===== src/rtl/tpm_pkg.sv =====
`default_nettype none
// ============================================================================
//  Module      : tpm_pkg
//  Description : Shared constants and types for the per-bank port arbiters.
//                NUM_PORTS requesting ports share each single-ported bank.
//                The bank read latency is one cycle.
//  Revision    : 1.0  initial release
// ============================================================================
package tpm_pkg;

    localparam int NUM_PORTS   = 3;
    localparam int ADDR_W      = 10;
    localparam int DATA_W      = 16;
    localparam int TAG_W       = 2;
    localparam int BANK_ID_W   = 2;
    localparam int BANK_RD_LAT = 1;

    // One masked port request as seen by a bank arbiter.
    typedef struct packed {
        logic              valid;
        logic              wen;
        logic [ADDR_W-1:0] addr;
        logic [DATA_W-1:0] wdata;
        logic [TAG_W-1:0]  tag;
    } port_req_t;

endpackage : tpm_pkg
`default_nettype wire


===== src/rtl/rr_arbiter3.sv =====
`default_nettype none
// ============================================================================
//  Module      : rr_arbiter3
//  Description : Combinational three-way round-robin grant. The search starts
//                at port index ptr and wraps modulo 3; the first requesting
//                port wins. The grant is one-hot, or zero with no request.
//  Ports       : req   [2:0] in  - request vector, bit i = port i
//                ptr   [1:0] in  - index of the highest-priority port
//                grant [2:0] out - one-hot grant
//  Revision    : 1.0  initial release
// ============================================================================
module rr_arbiter3 (
    input  logic [2:0] req,
    input  logic [1:0] ptr,
    output logic [2:0] grant
);

    always_comb begin
        grant = 3'b000;
        case (ptr)
            2'd1: begin
                if      (req[1]) grant = 3'b010;
                else if (req[2]) grant = 3'b100;
                else if (req[0]) grant = 3'b001;
            end
            2'd2: begin
                if      (req[2]) grant = 3'b100;
                else if (req[0]) grant = 3'b001;
                else if (req[1]) grant = 3'b010;
            end
            // ptr == 3 is never produced by the owners; treat it like 0.
            default: begin
                if      (req[0]) grant = 3'b001;
                else if (req[1]) grant = 3'b010;
                else if (req[2]) grant = 3'b100;
            end
        endcase
    end

endmodule : rr_arbiter3
`default_nettype wire


===== src/rtl/bank_port_arbiter.sv =====
`default_nettype none
// ============================================================================
//  Module      : bank_port_arbiter
//  Description : Per-bank scheduler between three port requests and one
//                single-ported memory bank. Grants at most one request per
//                cycle (round robin), issues the bank command one cycle after
//                acceptance and returns the response two cycles after
//                acceptance, tagged with the originating port and tag.
//  Ports       : clk, rst_n                 - clock, async active-low reset
//                req_valid/wen/addr/wdata/tag - per-port requests (slice i)
//                req_ready                  - one-hot combinational accept
//                bank_en/wen/addr/wdata     - registered bank command
//                bank_rdata                 - bank data, one cycle after en
//                resp_valid/port/wen/tag/rdata - response to the port
//                stats_clr, conflict_cnt    - only with BANK_ARB_STATS_EN
//  Options     : `define BANK_ARB_STATS_EN adds a saturating 16-bit counter of
//                cycles with two or more concurrent requests.
//  Revision    : 1.0  initial release
// ============================================================================
module bank_port_arbiter
    import tpm_pkg::*;
#(
    parameter int ADDR_W = 10,
    parameter int DATA_W = 16,
    parameter int TAG_W  = 2
) (
    input  logic                        clk,
    input  logic                        rst_n,
    input  logic [NUM_PORTS-1:0]        req_valid,
    input  logic [NUM_PORTS-1:0]        req_wen,
    input  logic [NUM_PORTS*ADDR_W-1:0] req_addr,
    input  logic [NUM_PORTS*DATA_W-1:0] req_wdata,
    input  logic [NUM_PORTS*TAG_W-1:0]  req_tag,
    output logic [NUM_PORTS-1:0]        req_ready,
    output logic                        bank_en,
    output logic                        bank_wen,
    output logic [ADDR_W-1:0]           bank_addr,
    output logic [DATA_W-1:0]           bank_wdata,
    input  logic [DATA_W-1:0]           bank_rdata,
    output logic                        resp_valid,
    output logic [NUM_PORTS-1:0]        resp_port,
    output logic                        resp_wen,
    output logic [TAG_W-1:0]            resp_tag,
    output logic [DATA_W-1:0]           resp_rdata
`ifdef BANK_ARB_STATS_EN
    ,
    input  logic                        stats_clr,
    output logic [15:0]                 conflict_cnt
`endif
);

    // ------------------------------------------------------------------
    // Arbitration
    // ------------------------------------------------------------------
    logic [1:0]           r_ptr;
    logic [1:0]           w_ptr_nxt;
    logic [NUM_PORTS-1:0] w_grant;
    logic                 w_accept;

    rr_arbiter3 u_rr (
        .req   (req_valid),
        .ptr   (r_ptr),
        .grant (w_grant)
    );

    // The grant is non-zero exactly when some port is valid, so any valid
    // request implies an accept this cycle.
    assign req_ready = w_grant;
    assign w_accept  = |w_grant;

    always_comb begin
        w_ptr_nxt = r_ptr;
        if (w_grant[0]) w_ptr_nxt = 2'd1;
        if (w_grant[1]) w_ptr_nxt = 2'd2;
        if (w_grant[2]) w_ptr_nxt = 2'd0;
    end

    // Winner field selection; grant is one-hot so at most one slice is taken.
    logic              w_sel_wen;
    logic [ADDR_W-1:0] w_sel_addr;
    logic [DATA_W-1:0] w_sel_wdata;
    logic [TAG_W-1:0]  w_sel_tag;

    always_comb begin
        w_sel_wen   = 1'b0;
        w_sel_addr  = '0;
        w_sel_wdata = '0;
        w_sel_tag   = '0;
        for (int i = 0; i < NUM_PORTS; i++) begin
            if (w_grant[i]) begin
                w_sel_wen   = req_wen[i];
                w_sel_addr  = req_addr[i*ADDR_W +: ADDR_W];
                w_sel_wdata = req_wdata[i*DATA_W +: DATA_W];
                w_sel_tag   = req_tag[i*TAG_W +: TAG_W];
            end
        end
    end

    // ------------------------------------------------------------------
    // Stage 1: bank command plus the return routing for the response
    // ------------------------------------------------------------------
    logic                 r_bank_en;
    logic                 r_bank_wen;
    logic [ADDR_W-1:0]    r_bank_addr;
    logic [DATA_W-1:0]    r_bank_wdata;
    logic [NUM_PORTS-1:0] r_s1_port;
    logic [TAG_W-1:0]     r_s1_tag;

    always_ff @(posedge clk or negedge rst_n) begin
        if (!rst_n) begin
            r_ptr        <= 2'd0;
            r_bank_en    <= 1'b0;
            r_bank_wen   <= 1'b0;
            r_bank_addr  <= '0;
            r_bank_wdata <= '0;
            r_s1_port    <= '0;
            r_s1_tag     <= '0;
        end else begin
            r_ptr     <= w_ptr_nxt;
            r_bank_en <= w_accept;
            // Command fields hold across idle cycles.
            if (w_accept) begin
                r_bank_wen   <= w_sel_wen;
                r_bank_addr  <= w_sel_addr;
                r_bank_wdata <= w_sel_wdata;
                r_s1_port    <= w_grant;
                r_s1_tag     <= w_sel_tag;
            end
        end
    end

    assign bank_en    = r_bank_en;
    assign bank_wen   = r_bank_wen;
    assign bank_addr  = r_bank_addr;
    assign bank_wdata = r_bank_wdata;

    // ------------------------------------------------------------------
    // Stage 2: response, aligned with the bank read data
    // ------------------------------------------------------------------
    logic                 r_resp_valid;
    logic [NUM_PORTS-1:0] r_resp_port;
    logic                 r_resp_wen;
    logic [TAG_W-1:0]     r_resp_tag;

    always_ff @(posedge clk or negedge rst_n) begin
        if (!rst_n) begin
            r_resp_valid <= 1'b0;
            r_resp_port  <= '0;
            r_resp_wen   <= 1'b0;
            r_resp_tag   <= '0;
        end else begin
            r_resp_valid <= r_bank_en;
            if (r_bank_en) begin
                r_resp_port <= r_s1_port;
                r_resp_wen  <= r_bank_wen;
                r_resp_tag  <= r_s1_tag;
            end
        end
    end

    assign resp_valid = r_resp_valid;
    assign resp_port  = r_resp_port;
    assign resp_wen   = r_resp_wen;
    assign resp_tag   = r_resp_tag;
    // Read data passes straight through from the bank; writes and idle
    // cycles return zero.
    assign resp_rdata = (r_resp_valid && !r_resp_wen) ? bank_rdata : '0;

`ifdef BANK_ARB_STATS_EN
    // ------------------------------------------------------------------
    // Conflict statistics
    // ------------------------------------------------------------------
    logic [15:0] r_conflict_cnt;
    logic        w_multi_req;

    assign w_multi_req = (req_valid[0] & req_valid[1]) |
                         (req_valid[0] & req_valid[2]) |
                         (req_valid[1] & req_valid[2]);

    always_ff @(posedge clk or negedge rst_n) begin
        if (!rst_n) begin
            r_conflict_cnt <= '0;
        end else if (stats_clr) begin
            r_conflict_cnt <= '0;
        end else if (w_multi_req && (r_conflict_cnt != 16'hFFFF)) begin
            r_conflict_cnt <= r_conflict_cnt + 16'd1;
        end
    end

    assign conflict_cnt = r_conflict_cnt;
`endif

endmodule : bank_port_arbiter
`default_nettype wire


===== config.mk =====
export PLATFORM = sky130hd
export DESIGN_NAME = bank_port_arbiter
export DESIGN_NICKNAME = d
export VERILOG_FILES = /design/src/rtl/tpm_pkg.sv /design/src/rtl/rr_arbiter3.sv /design/src/rtl/bank_port_arbiter.sv
export SDC_FILE = /design/constraint.sdc
export NUM_CORES = 1
export LEC_CHECK = 0
export ABC_AREA = 1
export CORE_MARGIN = 2
export CORE_UTILIZATION = 36
export DETAILED_ROUTE_END_ITERATION = 8
export PLACE_DENSITY = 0.8
export SYNTH_ARGS = -nofsm -noshare
export SYNTH_HDL_FRONTEND = slang
export SYNTH_SLANG_ARGS = --single-unit

===== constraint.sdc =====
create_clock -name clk -period 1.9 [get_ports clk]
set_input_delay 0.19 -clock clk [delete_from_list [all_inputs] [get_ports clk]]
set_output_delay 0.19 -clock clk [all_outputs]
set_load 0.05 [all_outputs]

==> impl_metrics.py <==
metrics = {
    "outcome": {
        "run_status": "completed",
    },
    "yosys": {
        "synth_top_area_frac": 0.425,
        "synthDistinctLibCells": 19,
        "synth-warning-count": 0,
        "synth.ff_latch_count": 42,
        "syn_area_um2": 2470,
        "post_synth_xor_area_fraction": 0,
        "synth.largest_area_cell": "dfrtp_1",
        "synth-compound-area-share": 0.0217,
        "synth.avg_cell_area_um2": 6.56,
        "synth-async-reset-ratio": 1.00,
        "leading_post_synthesis_cells_by_cell_area": "dfrtp_1, nor2_1, nand2_1",
        "yosysMostFrequentCell": "nor2_1",
        "synthCells": 377,
        "synthMuxAreaShare": 0.00910,
        "main_combinational_cell_family_by_area_after_synthesis": "simple AND/OR/NAND/NOR gates",
        "synthSimpleGateAreaFrac": 0.441,
        "mappedNetlistNets": 487,
        "synth_adder_area_share": 0.0101,
        "count_of_flip_flops_with_a_built_in_enable_after_synthesis": 0,
        "synth_sequential_area_ratio": 0.425,
        "yosys_most_used_dff": "dfrtp_1",
        "top_cells_by_count_synth": "nor2_1, nand2_1, nand3_1, dfrtp_1, inv_1",
    },
    "grt": {
        "grt-ovfl-total": 0,
        "grt.total_usage": 0.208,
        "number_of_global_route_vias_before_repair": 2692,
        "grt_antenna_before_repair": 0,
        "grt_start_max_net_pins": 41,
        "grt_first_pass_wirelength_mm": 12.5,
    },
    "worst_setup_path": {
        "path_max_fanout": 6,
        "worst_setup_path_start_kind": "flop",
        "r2r_cells": 13,
        "crit_slowest_cell": "dfrtp_1",
        "worst_path_largest_cell_delay_ns": 0.42,
        "cp-end-kind": "output port",
        "crit_top_cell": "nand2_1",
        "critPathKind": "reg -> out",
        "r2r-end": "bank_addr[9]",
        "timing.rr.start": "r_ptr[1]",
        "cp.arrival_ns": 1.61,
        "r2r_slack_ns": 0.1,
        "timing.critical_path.cells": "inv_2, ha_2, nand2_1, nand2_1, nand2_1, nand2_1, nand2_2, inv_4, buf_12, buf_12",
        "worstPathRequired_ns": 1.71,
    },
    "finish": {
        "post_route_cells_drive_above_1_share": 0.124,
        "nets": 656,
        "antenna_cells_inserted": 0,
        "filler_cells_inserted": 532,
        "final_std_cell_area_no_fill_um2": 4700,
        "regArea_um2": 1050,
        "areaGrowthSynthToFinish_pct": 89.7,
        "multi_input_comb_area_um2": 1230,
    },
    "sta": {
        "min_period_ns": 1.80,
        "timing_max_transition_violations_final": 0,
        "worst_clock_skew_ns": 0.00504,
        "report.final.hold_viol_count": 0,
        "period_share": 0.948,
        "rsz0062_at_grt": "yes",
        "slew_headroom": 0.642,
        "final.setup.tns_ns": 0,
        "finalWorstSetupSlack_ns": 0.0992,
        "final-setup-viol-count": 0,
        "timing.fmax_mhz": 555,
        "worstMarginPinSlew_ns": 0.536,
    },
    "route": {
        "postRouteAntennaNets": 0,
        "detail_route.first_pass.iterations": 4,
        "violation_count_after_the_first_detailed_routing_iteration": 127,
        "routedWlPerCell_um": 13.7,
        "count_of_vias_placed_by_the_detailed_router": 3013,
        "dr_wl_met2_mm": 4.49,
        "routed-wl-met3_um": 588,
        "wl_mm": 8.57,
        "dr.max_layer_used": "met4",
        "route.layer.met1.wl_mm": 3.39,
        "count_of_unresolved_drc_violations_after_routing": 0,
        "post_drt_via_cell_ratio": 4.81,
    },
    "placement": {
        "gp_congestion": 0.789,
        "post_dp_hpwl_mm": 6.16,
        "count_of_port_buffers_added_during_placement": 161,
        "post-place-ws_ns": 0.122,
        "postPlaceCellArea_um2": 4410,
    },
    "die": {
        "pin_count": 162,
        "die_area_um2": 7550,
        "placeableCoreArea_um2": 6720,
        "dieWidth_um": 86.9,
        "floorplan.die.height_um": 86.9,
        "num_rows": 30,
        "floorplan.initialDensity": 0.368,
    },
    "clocking": {
        "clock_slew_at_the_register_clock_pins_of_the_worst_setup_and_hold_paths_ns": 0.08,
        "ctsLongestPathBuffers": 2,
        "numClockSinks": 42,
        "tritoncts": "done",
        "h-tree-depth": 2,
        "clk_root_buffer_cell": "clkbuf_8",
        "cts-buffers-inserted": 5,
        "clk_latency_ns": 0.29,
    },
    "power": {
        "power.static_leakage_nw": 2.21,
        "power.ir.vdd_worst_uv": 780,
        "pwr-share-clk": 0.066,
        "switching_share": 0.517,
        "pwr-share-seq": 0.186,
        "p_int_w": 0.00431,
        "netSwitchingPower_w": 0.00462,
        "power_per_standard_cell_area_nw_per_um2": 1900,
        "comb_power_share": 0.748,
    },
    "worst_hold_path": {
        "hold_class": "in -> async",
    },
    "run": {
        "max_cap_violations": 0,
    },
}
-- cells by family after synthesis --
family,Yosys count
buf+inv,52
mux,2
compound gates,10
simple gates,269
flops,42
fa+ha+maj,2
-- worst max path at each step --
stage                from  depth (start not counted)  slack [ns]        endpoint
6_report         r_ptr[1]                         10         0.1    req_ready[2]
2_1_floorplan  resp_valid                          3       -0.01  resp_rdata[10]
3_3_place_gp     r_ptr[0]                         11        0.20   bank_wdata[8]
5_1_grt          r_ptr[1]                         13      -0.007    bank_addr[8]
4_1_cts          r_ptr[0]                          9        0.02    req_ready[2]
3_5_place_dp     r_ptr[0]                         12        0.12  bank_wdata[10]
-- power groups by stage --
stage          clock network, W  logic [W]  registers, W
2_1_floorplan                 0    0.00262       0.00295
3_3_place_gp                  0    0.00609       0.00165
3_5_place_dp                  0    0.00622       0.00167
4_1_cts                0.000608    0.00628       0.00166
5_1_grt                0.000648    0.00717       0.00172
6_report               0.000588    0.00668       0.00166
-- repair_timing --
action                                 in CTS  in global routing
hold buffers                                1                  0
pin swaps                                   1                  1
cloned                                      0                  3
setup buffers                               2                  5
resized for setup                           3                 13
setup endpoints to repair                   2                 33
endpoints found under the hold margin      19                  0
-- cell type report --
class / instances / share of cell area
clock buffers: 6 / 0.0176
repair buffers: 185 / 0.450
clock inverters: 2 / 0.00266
well taps: 80 / 0.0213
multi-input cells: 283 / 0.261
flip-flops and latches: 42 / 0.224
inverters: 29 / 0.0237
-- cells in the final DEF, fill, tap and decap left out, drive strengths merged --
cell           netlist  routed
dlygate4sd3          0       1
buf                 21      41
clkinvlp             0       1
inv                 29      29
ha                   2       2
clkbuf               2       9
o22ai                1       1
nand2              103     103
dfrtp               42      42
a211oi               1       1
clkdlybuf4s50        0     140
nand3               60      60
nor2               106     106
o21ai                4       4
mux2                 2       2
a21oi                4       4
clkinv               0       1
-- flip-flops by register name, summed over array words and instances, names as in the netlist, 2 cells and up --
signal	cells
bank_wdata	16
bank_addr	10
r_s1_port	3
resp_port	3
r_ptr	2
r_s1_tag	2
resp_tag	2
-- per-stage QoR --
step | power (W) | utilization | cells | hold slack, ns
CTS | 0.00855 | 0.675 | 619 | 0.393
global placement | 0.00774 | 0.657 | 608 | 0.179
global route | 0.00953 | 0.699 | 627 | 0.463
finish | 0.00893 | 0.699 | 627 | 0.406
detailed placement | 0.00789 | 0.657 | 608 | 0.181
floorplan | 0.00557 | - | 377 | -0.106
-- layer usage --
layer	vias to the layer above	global-route usage
li1	1503	-
met2	121	0.369
met1	1380	0.254
met4	0	0.0625
met5	-	0
met3	9	0.0417
-- worst max-delay path, delay by kind of cell, from the launching register on --
kind / cells / cell delay [ns]
buffers and inverters: 4 / 0.38
adder cells (fa/ha/maj): 1 / 0.17
AND/OR/NAND/NOR: 5 / 0.34
flip-flops: 1 / 0.42
No activity file was read; power rests on OpenSTA's default activity.
